## src/rtl/fifo_param.sv

```systemverilog
// Parametrised synchronous FIFO with fill level, almost-full/empty thresholds,
// optional first-word-fall-through read and optional rising-edge request detection.
module fifo_param #(
    parameter int unsigned D_WIDTH  = 8,
    parameter int unsigned A_WIDTH  = 5,
    parameter int unsigned AF_LEVEL = 28,
    parameter int unsigned AE_LEVEL = 4,
    parameter int unsigned FWFT     = 0,
    parameter int unsigned EDGE_DET = 1
) (
    input  logic               clk,
    input  logic               rst,
    input  logic               rd,
    input  logic               wr,
    input  logic [D_WIDTH-1:0] data_in,
    output logic [D_WIDTH-1:0] data_out,
    output logic               full,
    output logic               empty,
    output logic               almost_full,
    output logic               almost_empty,
    output logic [A_WIDTH:0]   level,
    output logic               err_ovf,
    output logic               err_unf
);

    localparam int unsigned DEPTH = 2 ** A_WIDTH;

    typedef logic [A_WIDTH-1:0] ptr_t;
    typedef logic [A_WIDTH:0]   lvl_t;
    typedef logic [D_WIDTH-1:0] word_t;

    word_t mem [DEPTH];

    ptr_t  rd_ptr_q, rd_ptr_d;
    ptr_t  wr_ptr_q, wr_ptr_d;
    lvl_t  level_q, level_d;
    word_t dout_q, dout_d;
    logic  rd_q, wr_q;
    logic  err_ovf_q, err_ovf_d;
    logic  err_unf_q, err_unf_d;

    logic  rd_i, wr_i, rd_acc, wr_acc;

    // Status flags come straight from the registered level.
    assign full         = (level_q == lvl_t'(DEPTH));
    assign empty        = (level_q == '0);
    assign almost_full  = (level_q >= lvl_t'(AF_LEVEL));
    assign almost_empty = (level_q <= lvl_t'(AE_LEVEL));
    assign level        = level_q;
    assign err_ovf      = err_ovf_q;
    assign err_unf      = err_unf_q;

    // FWFT presents the head word continuously; otherwise the read register.
    assign data_out = (FWFT != 0) ? mem[rd_ptr_q] : dout_q;

    always_comb begin
        rd_i      = (EDGE_DET != 0) ? (rd & ~rd_q) : rd;
        wr_i      = (EDGE_DET != 0) ? (wr & ~wr_q) : wr;
        rd_acc    = rd_i & ~empty;
        wr_acc    = wr_i & (~full | rd_acc);

        rd_ptr_d  = rd_ptr_q;
        wr_ptr_d  = wr_ptr_q;
        dout_d    = dout_q;
        err_ovf_d = wr_i & ~wr_acc;
        err_unf_d = rd_i & ~rd_acc;
        level_d   = level_q + lvl_t'(wr_acc) - lvl_t'(rd_acc);

        if (rd_acc) begin
            rd_ptr_d = rd_ptr_q + ptr_t'(1);
            dout_d   = mem[rd_ptr_q];
        end
        if (wr_acc) begin
            wr_ptr_d = wr_ptr_q + ptr_t'(1);
        end
    end

    always_ff @(posedge clk) begin
        if (rst) begin
            rd_ptr_q  <= '0;
            wr_ptr_q  <= '0;
            level_q   <= '0;
            dout_q    <= '0;
            rd_q      <= 1'b0;
            wr_q      <= 1'b0;
            err_ovf_q <= 1'b0;
            err_unf_q <= 1'b0;
        end else begin
            rd_ptr_q  <= rd_ptr_d;
            wr_ptr_q  <= wr_ptr_d;
            level_q   <= level_d;
            dout_q    <= dout_d;
            rd_q      <= rd;
            wr_q      <= wr;
            err_ovf_q <= err_ovf_d;
            err_unf_q <= err_unf_d;
        end
    end

    // Storage is not reset; reset only discards it through the pointers.
    always_ff @(posedge clk) begin
        if (!rst && wr_acc) begin
            mem[wr_ptr_q] <= data_in;
        end
    end

endmodule
```

## config.mk

```make
export PLATFORM = sky130hd
export DESIGN_NAME = fifo_param
export DESIGN_NICKNAME = d
export VERILOG_FILES = /design/src/rtl/fifo_param.sv
export SDC_FILE = /design/constraint.sdc
export NUM_CORES = 1
export LEC_CHECK = 0
export ABC_AREA = 1
export ABC_CLOCK_PERIOD_IN_PS = 2800
export CORE_MARGIN = 2
export CORE_UTILIZATION = 62
export DETAILED_ROUTE_END_ITERATION = 10
export PLACE_DENSITY = 0.79
export SETUP_SLACK_MARGIN = 0.05
export SLEW_MARGIN = 25
export SYNTH_ARGS = -nofsm -noshare
export SYNTH_HDL_FRONTEND = slang
export SYNTH_SLANG_ARGS = --single-unit
```

## constraint.sdc

```tcl
create_clock -name clk -period 2.8 [get_ports clk]
set_input_delay 0.7 -clock clk [delete_from_list [all_inputs] [get_ports clk]]
set_output_delay 0.7 -clock clk [all_outputs]
set_load 0.05 [all_outputs]
```

== Word-level counts from Yosys, hierarchy flattened ==
Memories as Yosys holds them, arrays and structs flattened. A register that Yosys moved wholly into a read port is not among the register bits.
Cells that the tools add are included.

* Memory bits (writable): 256
* Bits in registers: 20
* Output and inout bits: 20
* Input bits: 12
* Logic and storage cells: 33
* Memories kept: 1

* Reduce and logical (&&, ||, !) cells: 3
* Add/subtract/negate cells: 4
* Muxes and demuxes: 2
* Eq/ne operators: 1
* $lt $le $gt $ge: 2
* Bitwise operators: 13

{| class="wikitable"
|+ Memory list
! memory !! depth !! width !! rd ports !! clocked after memory_dff !! wr ports !! RTL line !! source
|-
| mem || 32 || 8 || 1 || 1 || 1 || 32 || <nowiki>word_t mem [DEPTH];</nowiki>
|}

{| class="wikitable"
|+ Operator list
! operator !! number
|-
| 5-bit by 1-bit adder with 5-bit output (second input constant) || 2
|-
| 6-bit by 1-bit adder with 6-bit output || 1
|-
| 1-bit AND || 6
|-
| 6-bit equality test (second input constant) || 1
|-
| 6-bit by 5-bit greater-or-equal comparator with 1-bit output (second input constant) || 1
|-
| 6-bit by 3-bit less-or-equal comparator with 1-bit output (second input constant) || 1
|-
| 6-bit logical NOT || 1
|-
| 1-bit NOT || 6
|-
| 6-bit by 1-bit subtractor with 6-bit output || 1
|-
| 1-bit 2-to-1 mux || 2
|-
| 1-bit logical AND || 1
|-
| 1-bit logical NOT || 1
|-
| 1-bit OR || 1
|}

== Logic depth before layout (Yosys ltp) ==
* Depth after elaboration: 8
* Mapped depth: 16
* Mapped depth without buffers: 16

== Least setup slack after synthesis ==
Ideal clock, no wire load.

* Kind: register to register
* Start: reg level_q[5], in the netlist level[5]
* End: reg level_q[4], in the netlist level[4]
* Cell stages (with the launch flop): 16
* Period minus slack after synthesis: 3.189 ns
* Arrival time: 3.119 ns
* Required time: 2.730 ns
* Slack: -0.389 ns
* Library setup time: 0.070 ns
* Path buffers: 0
* Cells stage by stage: dfxtp_1 -> ha_1 -> inv_1 -> nor2_1 -> nand2_1 -> nand3_1 -> nand2_1 -> ha_1 -> fa_1 -> nand2_1 -> inv_1 -> nor2_1 -> nor2_1 -> nor2_1 -> o21ai_0 -> a21oi_1

* Elaborated cells between the ends (all ways): 9
* Those cells by class: 2 x add/sub; 1 x eq/ne; 5 x bitwise; 1 x reduce/logical

{| class="wikitable"
|+ RTL lines
! what !! RTL line !! source
|-
| from (decl) || 36 || <nowiki>lvl_t level_q, level_d;</nowiki>
|-
| from (signal assigned) || 91 || <nowiki>level_q <= level_d;</nowiki>
|-
| 6-bit equality test || 45 || <nowiki>assign full = (level_q == lvl_t'(DEPTH));</nowiki>
|-
| via full || 17 || <nowiki>output logic full,</nowiki>
|-
| 1-bit NOT || 60 || <nowiki>wr_acc = wr_i & (~full | rd_acc);</nowiki>
|-
| 1-bit OR || 60 ||
|-
| 1-bit AND || 60 ||
|-
| 6-bit by 1-bit adder with 6-bit output || 67 || <nowiki>level_d = level_q + lvl_t'(wr_acc) - lvl_t'(rd_acc);</nowiki>
|-
| 6-bit by 1-bit subtractor with 6-bit output || 67 ||
|}

The timed path passes the listed nets, and every way through them passes these cells.
A chain may end at the register's enable or synchronous reset.

== Final worst setup path ==
* Start: reg level_q[4], in the netlist level[4]
* End: out almost_empty

* Word-level cells in the longest chain between the ends: 1

{| class="wikitable"
|+ RTL lines
! what !! RTL line !! source
|-
| 6-bit by 3-bit less-or-equal comparator with 1-bit output || 48 || <nowiki>assign almost_empty = (level_q <= lvl_t'(AE_LEVEL));</nowiki>
|-
| to (decl) || 20 || <nowiki>output logic almost_empty,</nowiki>
|}

No other way between the ends.

==> results.tsv <==
stage	metric	value	unit
status	outcome	completed	
drt	route.detailed.drc	0	
worst_setup_path	path_max_fanout	4	
clock_tree	root_buffer	clkbuf_16	
logic_synthesis	syn_inst	1186	
timing	rsz0062_at_grt	true	
pwr	pwr-share-seq	0.437	
timing	final-setup-viol-count	0	
worst_setup_path	crit_slowest_cell	dlygate4sd2_1	
grt	grt_pass1_vias	7955	
logic_synthesis	synthTopCellsByArea	edfxtp_1, nand2_1, nand3_1	
job	maxCapViolCount	0	
logic_synthesis	synth_top_area_share	0.631	
grt	antenna_found_initial	0	
pwr	comb_power_share	0.210	
clock_tree	ctsHoldBuffers	0	
logic_synthesis	yosys_warnings	0	
worst_hold_path	min_path_cells	1	
timing	max_slew_margin	0.470	
die	pin_count	32	
cells_and_area	final_cell_mix	nand2_1, edfxtp_1, nand3_1, inv_1, nor2_1	
timing	slew_viol_final	0	
worst_setup_path	r2r-start	level[4]$_SDFF_PP0_	
worst_setup_path	r2r_slack	0.31	ns
pwr	vdd_ir_drop_max	0.632	mV
worst_setup_path	cp_num_buf_inv	3	
pwr	intPower	7.74	mW
worst_setup_path	r2r_end	level[4]$_SDFF_PP0_	
worst_setup_path	cp_top_family	buffers and inverters	
clock_tree	numCtsBuffers	28	
drt	via_per_inst	5.51	
cells_and_area	nets	1281	
cells_and_area	n_fill_cell	1362	
logic_synthesis	synth_seq_cells	284	
cells_and_area	diodes	0	
grt	use_met1	0.390	
logic_synthesis	seq_area_frac_synth	0.677	
worst_hold_path	worstHoldPathType	register to register	
placed_design	gp_congestion	0.934	
drt	routed_wl	27800	um
timing	max_freq	0.382	GHz
worst_setup_path	worst_path_most_repeated_cell	inv_1	
worst_hold_path	hold_path_startpoint	rd_q$_SDFF_PP0_	
clock_tree	clkTransAtPathRegs	0.06	ns
worst_setup_path	cp.arrival	1.92	ns
grt	grt_max_degree	78	
timing	final-hold-violation-count	0	
logic_synthesis	synth_cell_type_count	21	
worst_setup_path	worst_ep_required_time	2.10	ns
drt	drt_iter0_markers	972	
die	core-area	19400	sq um
clock_tree	cts_sinks	284	
die	die_area	20800	sq um
worst_setup_path	startpoint	level[4]$_SDFF_PP0_	
placed_design	portBuffers	31	
clock_tree	cts_tree	yes	
clock_tree	clk_latency	0.55	ns
die	die_h	144	um
worst_setup_path	critPathKind	register to output port	
worst_setup_path	max_stage_delay	0.52	ns
timing	fin_skew	0.0205	ns
logic_synthesis	synth_area	12200	sq um
logic_synthesis	yosys.area.top_type	edfxtp_1	
clock_tree	post_cts_buffers	0	
worst_setup_path	path_cells	inv_1 > ha_1 > inv_1 > o21ai_0 > nand2_1 > dlygate4sd2_1	
worst_setup_path	crit_path_end_kind	output port	
timing	tightest_slew	0.795	ns
pwr	power_density	784	nW/um^2
grt	grt_use_total	0.276	
grt	gr-total-overflow	0	
grt	grtUsageMet3	0.0500	
timing	setup_tns	0	ns
worst_setup_path	reg2reg_depth	16	
pwr	p_sw	3.24	mW
pwr	swShare	0.295	
drt	ant_nets	0	
drt	routed-via-count	8481	
pwr	power	11.0	mW
cells_and_area	layout_commonest_cell	nand2_1	
timing	period_minus_slack	2.62	ns
grt	gr-max-usage-layer	met2	
cells_and_area	area_delta_synth_final	14.9	%
cells_and_area	drive_gt1_frac	0.0919	
die	initial_utilization	0.628	
pwr	p_clk_frac	0.353	
timing	fin_crit_sh	0.936	
die	die_w	144	um
logic_synthesis	syn_nets	1216	
die	rows	51	
clock_tree	cts_buffer_depth	3	
worst_setup_path	worstSetupStartpointType	register	
grt	grtUsageMet2	0.440	
placed_design	hpwlAfterDp	16900	um
drt	dr.pass1.iters	5	
clock_tree	ctsHtreeMaxLevel	1	
grt	grt_pass1_wl	42800	um
logic_synthesis	avgSynthCellArea	10.3	sq um
pwr	p_leak	5.63	nW
drt	wl_per_cell	18.1	um
worst_hold_path	holdPathEnd	err_unf$_SDFF_PP0_	
-- cell usage after synthesis (all sizes together) --
| cell | number |
|---|---|
| inv | 131 |
| nand2 | 367 |
| clkbuf | 11 |
| o21ai | 21 |
| nor3 | 1 |
| fa | 1 |
| nor4 | 2 |
| nand3 | 167 |
| nor2 | 99 |
| dfxtp | 28 |
| xor2 | 1 |
| buf | 44 |
| clkinv | 2 |
| a21oi | 38 |
| ha | 17 |
| edfxtp | 256 |
-- metal layers --
metal  share of wire  wire length, um
met5               0                0
met4           0.036              988
met3           0.097             2710
met2            0.46            12800
met1            0.41            11300
-- power by group through the flow --
stage / registers [mW] / clock network (mW) / logic, mW
3_3_place_gp: 4.88 / 0 / 2.25
4_1_cts: 4.79 / 3.90 / 2.29
5_1_grt: 4.80 / 4.08 / 2.54
3_5_place_dp: 4.88 / 0 / 2.29
6_report: 4.80 / 3.87 / 2.31
2_1_floorplan: 5.08 / 0 / 1.38
-- state kept, by name, indices dropped and copies added (netlist names) --
register  flops
wr_ptr_q      5
mem         256
level         6
err_ovf       1
rd_q          1
data_out      8
err_unf       1
wr_q          1
rd_ptr_q      5
-- worst max-delay path by stage --
stage,end,cells after the start
after floorplan,level[4]$_SDFF_PP0_,16
after global placement,level[4]$_SDFF_PP0_,16
after detailed placement,level[4]$_SDFF_PP0_,16
after CTS,empty,5
after global routing,level[4]$_SDFF_PP0_,16
final,almost_empty,6
-- kinds of logic (layout without fill, tap and decap cells) --
group,count (synthesis),in the layout,synth area share
buffers and inverters,188,275,0.0636
adders and majority gates,18,18,0.0191
and+or+nand+nor,636,636,0.215
AOI/OAI and AO/OA,59,59,0.0242
DFF,284,284,0.677
xor gates and xnor gates,1,1,0.000719
-- stage by stage --
stage	cells	area, sq um	utilization	hold slack, ns	setup WS (ns)
floorplan	1186	12200	-	0.399	0.203
CTS	1538	14000	0.722	0.449	0.131
finish	1538	14000	0.722	0.443	0.179
global placement	1486	13000	0.672	0.409	-0.00390
global route	1538	14000	0.722	0.489	0.0414
detailed placement	1486	13000	0.672	0.421	-0.0618
-- final cells by class --
class                      count  area [sq um]  area share
sequential                   284          8260       0.590
multi-input combinational    714          3170       0.226
clock buffer                  38           790      0.0564
timing repair buffer          90           769      0.0550
inverter                     133           500      0.0358
tap                          265           332      0.0237
clock inverter                14           180      0.0129
-- repair_timing --
action,CTS,global route
pin swaps,0,0
setup endpoints to repair,4,2
resized for setup,4,3
(Power assumes the default switching activity.)
